File: config.mk
export PLATFORM = sky130hd
export DESIGN_NAME = zx_mem_pager
export DESIGN_NICKNAME = d
export VERILOG_FILES = /design/src/rtl/zx_mem_pager.sv
export SDC_FILE = /design/constraint.sdc
export NUM_CORES = 1
export LEC_CHECK = 0
export ABC_CLOCK_PERIOD_IN_PS = 2150
export BUFFER_PORTS_ARGS = -buffer_cell sky130_fd_sc_hd__buf_2
export CORE_MARGIN = 3
export CORE_UTILIZATION = 37
export DETAILED_ROUTE_END_ITERATION = 7
export PLACE_DENSITY_LB_ADDON = 0.25
export SYNTH_ARGS = -nofsm -noshare
export SYNTH_HDL_FRONTEND = slang
export SYNTH_SLANG_ARGS = --single-unit
File: constraint.sdc
create_clock -name clk_vram -period 2.15 [get_ports clk_vram]
set_clock_uncertainty 0.05 [all_clocks]
set_input_delay 0.3225 -clock clk_vram [delete_from_list [all_inputs] [get_ports clk_vram]]
set_output_delay 0.3225 -clock clk_vram [all_outputs]
set_load 0.1 [all_outputs]
File: src/rtl/zx_mem_pager.sv
// 128K/+2A-style memory pager for the Spectrum host board: latches the paging
// ports from Z80 I/O writes and maps each CPU address onto a ROM or RAM bank.
module zx_mem_pager #(
  parameter int          RAM_BANKS   = 8,
  parameter int          ROM_BANKS   = 2,
  parameter int          EXT_PORT_EN = 0,
  parameter logic [15:0] P7_MASK     = 16'hC002,
  parameter logic [15:0] P7_MATCH    = 16'h4000,
  parameter logic [15:0] P1_MASK     = 16'hF002,
  parameter logic [15:0] P1_MATCH    = 16'h1000,
  localparam int         RAM_BW      = $clog2(RAM_BANKS),
  localparam int         ROM_BW      = $clog2(ROM_BANKS)
) (
  input  logic              clk_vram,
  input  logic              reset,
  input  logic [15:0]       A,
  input  logic [7:0]        D,
  input  logic              nMREQ,
  input  logic              nIORQ,
  input  logic              nRD,
  input  logic              nWR,
  input  logic              nM1,
  output logic              mem_rom,
  output logic [ROM_BW-1:0] rom_bank,
  output logic [RAM_BW-1:0] ram_bank,
  output logic [13:0]       mem_offset,
  output logic              mem_we,
  output logic              screen_bank,
  output logic [7:0]        page_7ffd,
  output logic [7:0]        page_1ffd,
  output logic              locked,
  output logic              page_evt
);

  logic       io_wr, io_wr_q;
  logic       rst_mask_q;
  logic       wr_stb, ld7, ld1;
  logic [7:0] p7_q, p7_d;
  logic [7:0] p1_q, p1_d;
  logic       evt_q, evt_d;

  // Reads need no decoding here; the ROM/RAM instances use nRD directly.
  logic unused_inputs;
  assign unused_inputs = nRD;

  assign io_wr = !nIORQ && !nWR && nM1;

  // The first cycle after reset treats io_wr_q as high, so a write still in
  // progress when reset releases never produces a strobe.
  assign wr_stb = io_wr && !io_wr_q && !rst_mask_q;

  assign ld7 = wr_stb && !p7_q[5] && ((A & P7_MASK) == P7_MATCH);
  assign ld1 = wr_stb && !p7_q[5] && (EXT_PORT_EN != 0) && ((A & P1_MASK) == P1_MATCH);

  assign p7_d  = ld7 ? D : p7_q;
  assign p1_d  = ld1 ? D : p1_q;
  assign evt_d = ld7 || ld1;

  // NOTE: sequential state uses non-blocking assignments so every register
  // samples pre-edge values, independent of statement order.
  always_ff @(posedge clk_vram or posedge reset) begin
    if (reset) begin
      rst_mask_q <= 1'b1;
      io_wr_q    <= 1'b0;
      p7_q       <= 8'h00;
      p1_q       <= 8'h00;
      evt_q      <= 1'b0;
    end else begin
      rst_mask_q <= 1'b0;
      io_wr_q    <= io_wr;
      p7_q       <= p7_d;
      p1_q       <= p1_d;
      evt_q      <= evt_d;
    end
  end

  logic [4:0] ram_sel;
  logic [1:0] rom_sel;
  logic [2:0] spec_bank;

  assign ram_sel = {p7_q[7:6], p7_q[2:0]};
  assign rom_sel = {p1_q[2], p7_q[4]};

  // All-RAM layouts, indexed by {page_1ffd[2:1], slot}.
  always_comb begin
    spec_bank = 3'd0;
    case ({p1_q[2:1], A[15:14]})
      4'b00_00: spec_bank = 3'd0;
      4'b00_01: spec_bank = 3'd1;
      4'b00_10: spec_bank = 3'd2;
      4'b00_11: spec_bank = 3'd3;
      4'b01_00: spec_bank = 3'd4;
      4'b01_01: spec_bank = 3'd5;
      4'b01_10: spec_bank = 3'd6;
      4'b01_11: spec_bank = 3'd7;
      4'b10_00: spec_bank = 3'd4;
      4'b10_01: spec_bank = 3'd5;
      4'b10_10: spec_bank = 3'd6;
      4'b10_11: spec_bank = 3'd3;
      4'b11_00: spec_bank = 3'd4;
      4'b11_01: spec_bank = 3'd7;
      4'b11_10: spec_bank = 3'd6;
      default:  spec_bank = 3'd3;
    endcase
  end

  // NOTE: every output of a combinational block gets a default first, so no
  // path through the case statements can infer a latch.
  always_comb begin
    mem_rom  = 1'b0;
    rom_bank = ROM_BW'(rom_sel);
    ram_bank = '0;
    if (p1_q[0]) begin
      ram_bank = RAM_BW'(spec_bank);
    end else begin
      case (A[15:14])
        2'b00:   mem_rom  = 1'b1;
        2'b01:   ram_bank = RAM_BW'(5);
        2'b10:   ram_bank = RAM_BW'(2);
        default: ram_bank = RAM_BW'(ram_sel);
      endcase
    end
  end

  assign mem_offset  = A[13:0];
  assign mem_we      = !nMREQ && !nWR && !mem_rom;
  assign screen_bank = p7_q[3];
  assign page_7ffd   = p7_q;
  assign page_1ffd   = p1_q;
  assign locked      = p7_q[5];
  assign page_evt    = evt_q;

endmodule

# After elaboration in Yosys (flattened, before gate mapping)
# Index checks and enable logic that the tools add are counted.
# op_classes
eq_ne	3
muxes	2
n_reduce_logical	16
# ops
cell	n
$pmux W3 S3	1
$logic_and A1 B1 Y1	8
$logic_not A1 Y1	7
$eq A3 B2 Y1 const B	1
$eq A2 B1 Y1 const B	1
$eq A2 B2 Y1 const B	1
$logic_not A2 Y1	1
$mux W1	1
# totals
register_bits	11
input_bits	31
output_inout_bits	39

# Logic depth before layout (Yosys ltp)
# Gate-level depths: netlist (run 1).
# logic_depth
word_depth	7
depth_mapped	3
ltp_nobuf	3

# Worst setup path after synthesis (run 1)
# Ideal clock, no wire load.
# synth_timing
path_type	register to output
from	register p7_q[1] (netlist: page_7ffd[1])
to	output port ram_bank[1]
arrival_ns	3.211
required_ns	1.778
path_slack_ns	-1.433
path_stages_with_launch	3
cell_sequence	dfrtp_1 > inv_1 > a21boi_0
# synth_via
elab_chain_cells	1
# synth_lines
item	line	rtl
from (decl)	38	logic [7:0] p7_q, p7_d;
from (signal assigned)	71	p7_q <= p7_d;
$pmux W3 S3	116	case (A[15:14])
to (decl)	25	output logic [RAM_BW-1:0] ram_bank,
# No other way between the ends.

# Worst setup path in the final report (run 1)
# layout_timing
from	register p7_q[2] (netlist: page_7ffd[2])
to	output port ram_bank[2]
# The elaborated chain is that of the path after synthesis.

==> results.cfg, run 1 <==
[cells_and_area]
final_common_cell = buf_2
area_growth_pct = 15.93
final_cell_mix = 34 x buf_2, 10 x dfrtp_1, 9 x conb_1, 6 x inv_1, 4 x mux2_2
num_antenna_cells = 0
final_layout_size_suffix_gt1_frac = 0.6625
final_net_count = 112
layoutNonFillerInstCount = 104

[timing]
slew_violations = 0
tns_ns = 0
period_needed_ns = 1.673
hold_viol = 10
timing.final.crit_share = 0.7783
finalSetupViolCount = 0
rsz0062_at_grt = false
hold_ws_ns = -0.01606
fmax_ghz = 0.5976
setup_slack_ns = 0.4767

[power]
p_int_uw = 362.9
p_switching_uw = 434.7
cellLeakagePower_uw = 0.0004853
pwr-share-clk = 0.177
swShare = 0.5450
power_per_cell_area_nw_per_um2 = 1007
vdd_ir_drop_max_uv = 491.4
p_comb_frac = 0.518
pwr-share-seq = 0.306

[setup_path]
cp_max_fo = 3
path_class = flop to output port
r2r_slack_ns = 0.68
crit_arrival_ns = 1.30
r2r_start = io_wr_q
crit_end = ram_bank[2]
worstReg2RegEnd = page_7ffd[6]
crit_path_end_kind = output port
worstSetupStartpointType = flop
startpoint = page_7ffd[2]
r2r_cells = 3
required_ns = 1.78

[clock_network]
cts-hold-fix-buffers = 0
cts_buffer_depth = 2
cts.sinks = 11
clkTransAtPathRegs_ns = 0.07
cts_root_buf = clkbuf_4
post_cts_buffers = 0
cts_resized = 0
cts_tree = built
cts_buffers = 3
worstSkewPairLatency_ns = 0.26
htreeDepth = 1

[yosys]
ys_seq_elements = 11
syn_area_um2 = 683.2
synthMuxAreaShare = 0.1319
avgSynthCellArea_um2 = 11.58
ys_warn_count = 0
synth_seq_area_share = 0.4048
ys_types = 14
synth-simple-area-share = 0.1062
synthCells = 59
synth_top_family_by_area = buffers and inverters
synthAdderAreaFrac = 0
synth_xor_area_frac = 0
synth-compound-area-share = 0.04396

[run]
cap_violations = 0

[place]
dp_slack_ns = 0.6118
numPortBuffers = 34
routabilityCongestion = 0.6239
place_hpwl_um = 938
dp.cells = 100

[die]
initial_core_util = 0.4239
chipHeight_um = 48.97
num_rows = 14
core_um2 = 1612
io_pins = 70
die_area_um2 = 2398
die_w_um = 48.97

[route]
vias = 430
wirelength_um = 1200
first_pass_iters = 2
drt-vias-per-instance = 4.135
ant_nets = 0
wire_per_inst_um = 11.54
post-route-drc-count = 0
first_iter_violations = 4

[global_route]
grt_usage = 0.1097
antenna_found_initial = 0
grt_max_degree = 12
grt_pass1_wl_um = 2035
grt_pass1_vias = 480
grt.overflow.total = 0

[run_status]
failed_checks = negative hold slack
outcome = finished, violations left

[min_path]
worst_hold_path_type = input port to asynchronous set/reset pin
## state kept, by name, indices dropped and copies added (netlist names)
name and cells:
io_wr_q 1, page_7ffd 8, page_evt 1, rst_mask_q 1
## layout make-up
| class | count | area (µm²) |
|---|---|---|
| Tap cell | 24 | 30.03 |
| Timing Repair Buffer | 34 | 170.2 |
| Fill cell | 161 | 819.5 |
| Multi-Input combinational cell | 25 | 266.5 |
| Clock buffer | 4 | 26.28 |
| Inverter | 6 | 22.52 |
| Sequential cell | 11 | 276.5 |
## kinds of logic after synthesis
group	count (synthesis)
other	1
DFF	11
AOI/OAI and AO/OA	4
buffers and inverters	31
and+or+nand+nor	5
muxes	7
## critical path, cell delays in order, from the launching register on
cell and delay (ns):
dfrtp_1 0.37, inv_1 0.08, a21boi_4 0.14, buf_2 0.44
## synth_stat cells, drive strengths merged
library cell   n  share of area
inv            6          0.033
nand4b         1          0.035
nor3b          1          0.027
nor2           1         0.0055
mux2           7           0.13
nor3           1         0.0073
dfstp          1          0.038
o21bai         1          0.011
dfrtp         10           0.37
buf           25           0.27
nor4           1          0.031
conb           1         0.0055
a21boi         3          0.033
## metal layers
| metal | share of wire | vias up | global-route usage |
|---|---|---|---|
| met2 | 0.54 | 29 | 0.1968 |
| met1 | 0.35 | 200 | 0.1139 |
| met4 | 0.0092 | 0 | 0.06161 |
| met3 | 0.097 | 4 | 0.03058 |
| met5 | 0 | - | 0 |
| li1 | - | 197 | - |
## power groups by stage
stage          clock, µW  combinational (µW)  sequential, µW
2_1_floorplan          0                 357             388
3_3_place_gp           0                 412             247
3_5_place_dp           0                 414             248
4_1_cts              148                 415             244
5_1_grt              160                 425             248
6_report             141                 413             244
## worst min path at each step
stage / end / depth (start not counted) / slack (ns) / from
after floorplan: io_wr_q / 1 / 0.12 / reset
after global placement: page_7ffd[4] / 2 / 0.28 / reset
after detailed placement: page_7ffd[4] / 2 / 0.29 / reset
after CTS: page_7ffd[2] / 2 / 0.003 / reset
after global routing: page_7ffd[4] / 2 / 0.02 / reset
final: page_7ffd[0] / 2 / -0.02 / reset
## per-stage QoR
step / cell area [µm²] / power (µW) / util
global placement: 765.7 / 659.0 / 0.4752
CTS: 792.0 / 806.5 / 0.4915
floorplan: 753.2 / 745.2 / -
finish: 792.0 / 797.6 / 0.4915
detailed placement: 765.7 / 661.0 / 0.4752
global route: 792.0 / 832.8 / 0.4915
Note: power is estimated with default switching activity, not from simulation.
==> inputs of run 2 (changes only) <==
Settings changed: ABC_CLOCK_PERIOD_IN_PS 2150 to 1710, CORE_UTILIZATION 37 to 34.
Clock period 2.15 ns to 1.71 ns, I/O delays scaled along.
==> run 2 against run 1 <==
The flow now finishes without violations. Final area up 6.2%. Final cell count up 1.9%. Count of clock-buffer cells in the layout unchanged. Largest power group unchanged. Clock power up 24%. Power up 27%. Core utilization down 2.5 points.
==> results.cfg, run 2 (synthesis results as in run 1) <==
[cells_and_area]
seq_area_um2 = 286.5
utilization = 0.4667
final_net_count = 113
nFillCells = 192
final_cell_mix = 33 x buf_2, 9 x conb_1, 6 x inv_1, 6 x dfrtp_1, 4 x mux2_2
final_layout_size_suffix_gt1_frac = 0.7037
num_antenna_cells = 0
area_growth_pct = 23.08
multi_input_area_um2 = 279.0
final_common_cell = buf_2
largest_reg_flops = 8

[setup_path]
worstReg2RegEnd = page_7ffd[7]
r2r_slack_ns = 0.24
cpPeakStageDelay_ns = 0.43
path_class = flop to output port
r2r_cells = 3
cp_max_fo = 3
r2r_start = io_wr_q
cp_cell_sequence = inv_1 > a21boi_4 > buf_2
required_ns = 1.40
worstSetupStartpointType = flop
critPathSlowestCell = buf_2
crit_arrival_ns = 1.31
crit_path_end_kind = output port

[clock_network]
cts_buffers = 3
clkTransAtPathRegs_ns = 0.07
htreeDepth = 1
cts_tree = built
cts.sinks = 11
worstSkewPairLatency_ns = 0.26
post_cts_buffers = 0
cts_buffer_depth = 2
cts_root_buf = clkbuf_4

[run_status]
outcome = finished, final reports clean

[die]
die_area_um2 = 2583
die_w_um = 50.83
chipHeight_um = 50.83
num_rows = 15
io_pins = 70
core_um2 = 1802
initial_core_util = 0.3792

[timing]
tns_ns = 0
period_needed_ns = 1.616
timing.final.crit_share = 0.9452
rsz0062_at_grt = false
slew_violations = 0
fmax_ghz = 0.6187
hold_viol = 0
finalSetupViolCount = 0

[power]
swShare = 0.5384
p_comb_frac = 0.521
cellLeakagePower_uw = 0.0004925
vdd_ir_drop_max_uv = 662.4
power_per_cell_area_nw_per_um2 = 1207
pwr-share-clk = 0.173
pwr-share-seq = 0.306
p_int_uw = 468.5
p_switching_uw = 546.4

[route]
wl_met3_um = 126
ant_nets = 0
first_iter_violations = 0
drt-vias-per-instance = 3.915
first_pass_iters = 1
post-route-drc-count = 0
wl_met2_um = 650
wire_per_inst_um = 11.42
wirelength_um = 1211
top_layer = met4
vias = 415
met1_length_um = 414

[min_path]
min_path_cells = 2
hold_start = nIORQ
whs_endpoint = io_wr_q
worst_hold_path_type = input port to flop

[place]
numPortBuffers = 34
place_hpwl_um = 975
routabilityCongestion = 0.6019

[global_route]
antenna_found_initial = 0
grt_pass1_wl_um = 1766
grt_pass1_vias = 403
grt.overflow.total = 0
grt_usage = 0.09418
grt_max_degree = 12

[run]
cap_violations = 0
==> run 2: what timing repair did <==
action / in CTS / in global routing
hold buffers: 1 / 0
gates resized for setup: 0 / 0
hold endpoints to repair: 10 / 0
==> run 2: worst max path at each step <==
stage	to	slack (ns)	cells after the start	startpoint
after floorplan	ram_bank[1]	-0.01	2	page_7ffd[1]
after global placement	page_7ffd[0]	0.24	3	io_wr_q
after detailed placement	page_7ffd[7]	0.23	3	io_wr_q
after CTS	ram_bank[0]	0.08	3	page_7ffd[0]
after global routing	ram_bank[0]	0.04	3	page_7ffd[0]
final	ram_bank[0]	0.09	3	page_7ffd[0]
==> run 2: metrics by stage <==
| stage | instance area (µm²) | power (µW) | instances | hold slack (ns) | setup slack [ns] |
|---|---|---|---|---|---|
| after global routing | 840.8 | 1059 | 106 | 0.1190 | 0.03942 |
| after CTS | 840.8 | 1032 | 106 | 0.1227 | 0.07868 |
| after global placement | 804.5 | 843.4 | 101 | 0.2217 | 0.2408 |
| after floorplan | 775.7 | 945.9 | 67 | 0.05813 | -0.01210 |
| final | 840.8 | 1015 | 106 | 0.1339 | 0.09366 |
| after detailed placement | 804.5 | 846.5 | 101 | 0.2337 | 0.2263 |
==> run 2: metal layers <==
metal,track usage,vias up
li1,-,199
met1,0.1154,181
met2,0.1435,29
met3,0.02041,6
met4,0.07175,0
met5,0,-
==> run 2: final cells by class <==
cell class	count	area share
flip-flops and latches	11	0.3408
multi-input cells	25	0.3318
repair buffers	35	0.2321
well taps	25	0.03720
clock buffers	4	0.03125
inverters	6	0.02679
==> run 2: power by group through the flow <==
| stage | combinational [µW] | sequential [µW] | clock [µW] |
|---|---|---|---|
| final | 529 | 311 | 175 |
| after global routing | 544 | 317 | 198 |
| after CTS | 532 | 312 | 188 |
| after detailed placement | 529 | 317 | 0 |
| after global placement | 527 | 316 | 0 |
| after floorplan | 451 | 495 | 0 |
==> run 2: critical path: cells and delay by family (launching register included) <==
kind / cells / cell delay, ns
flip-flops: 1 / 0.42
AO/OA/AOI/OAI: 1 / 0.13
buffers and inverters: 2 / 0.49
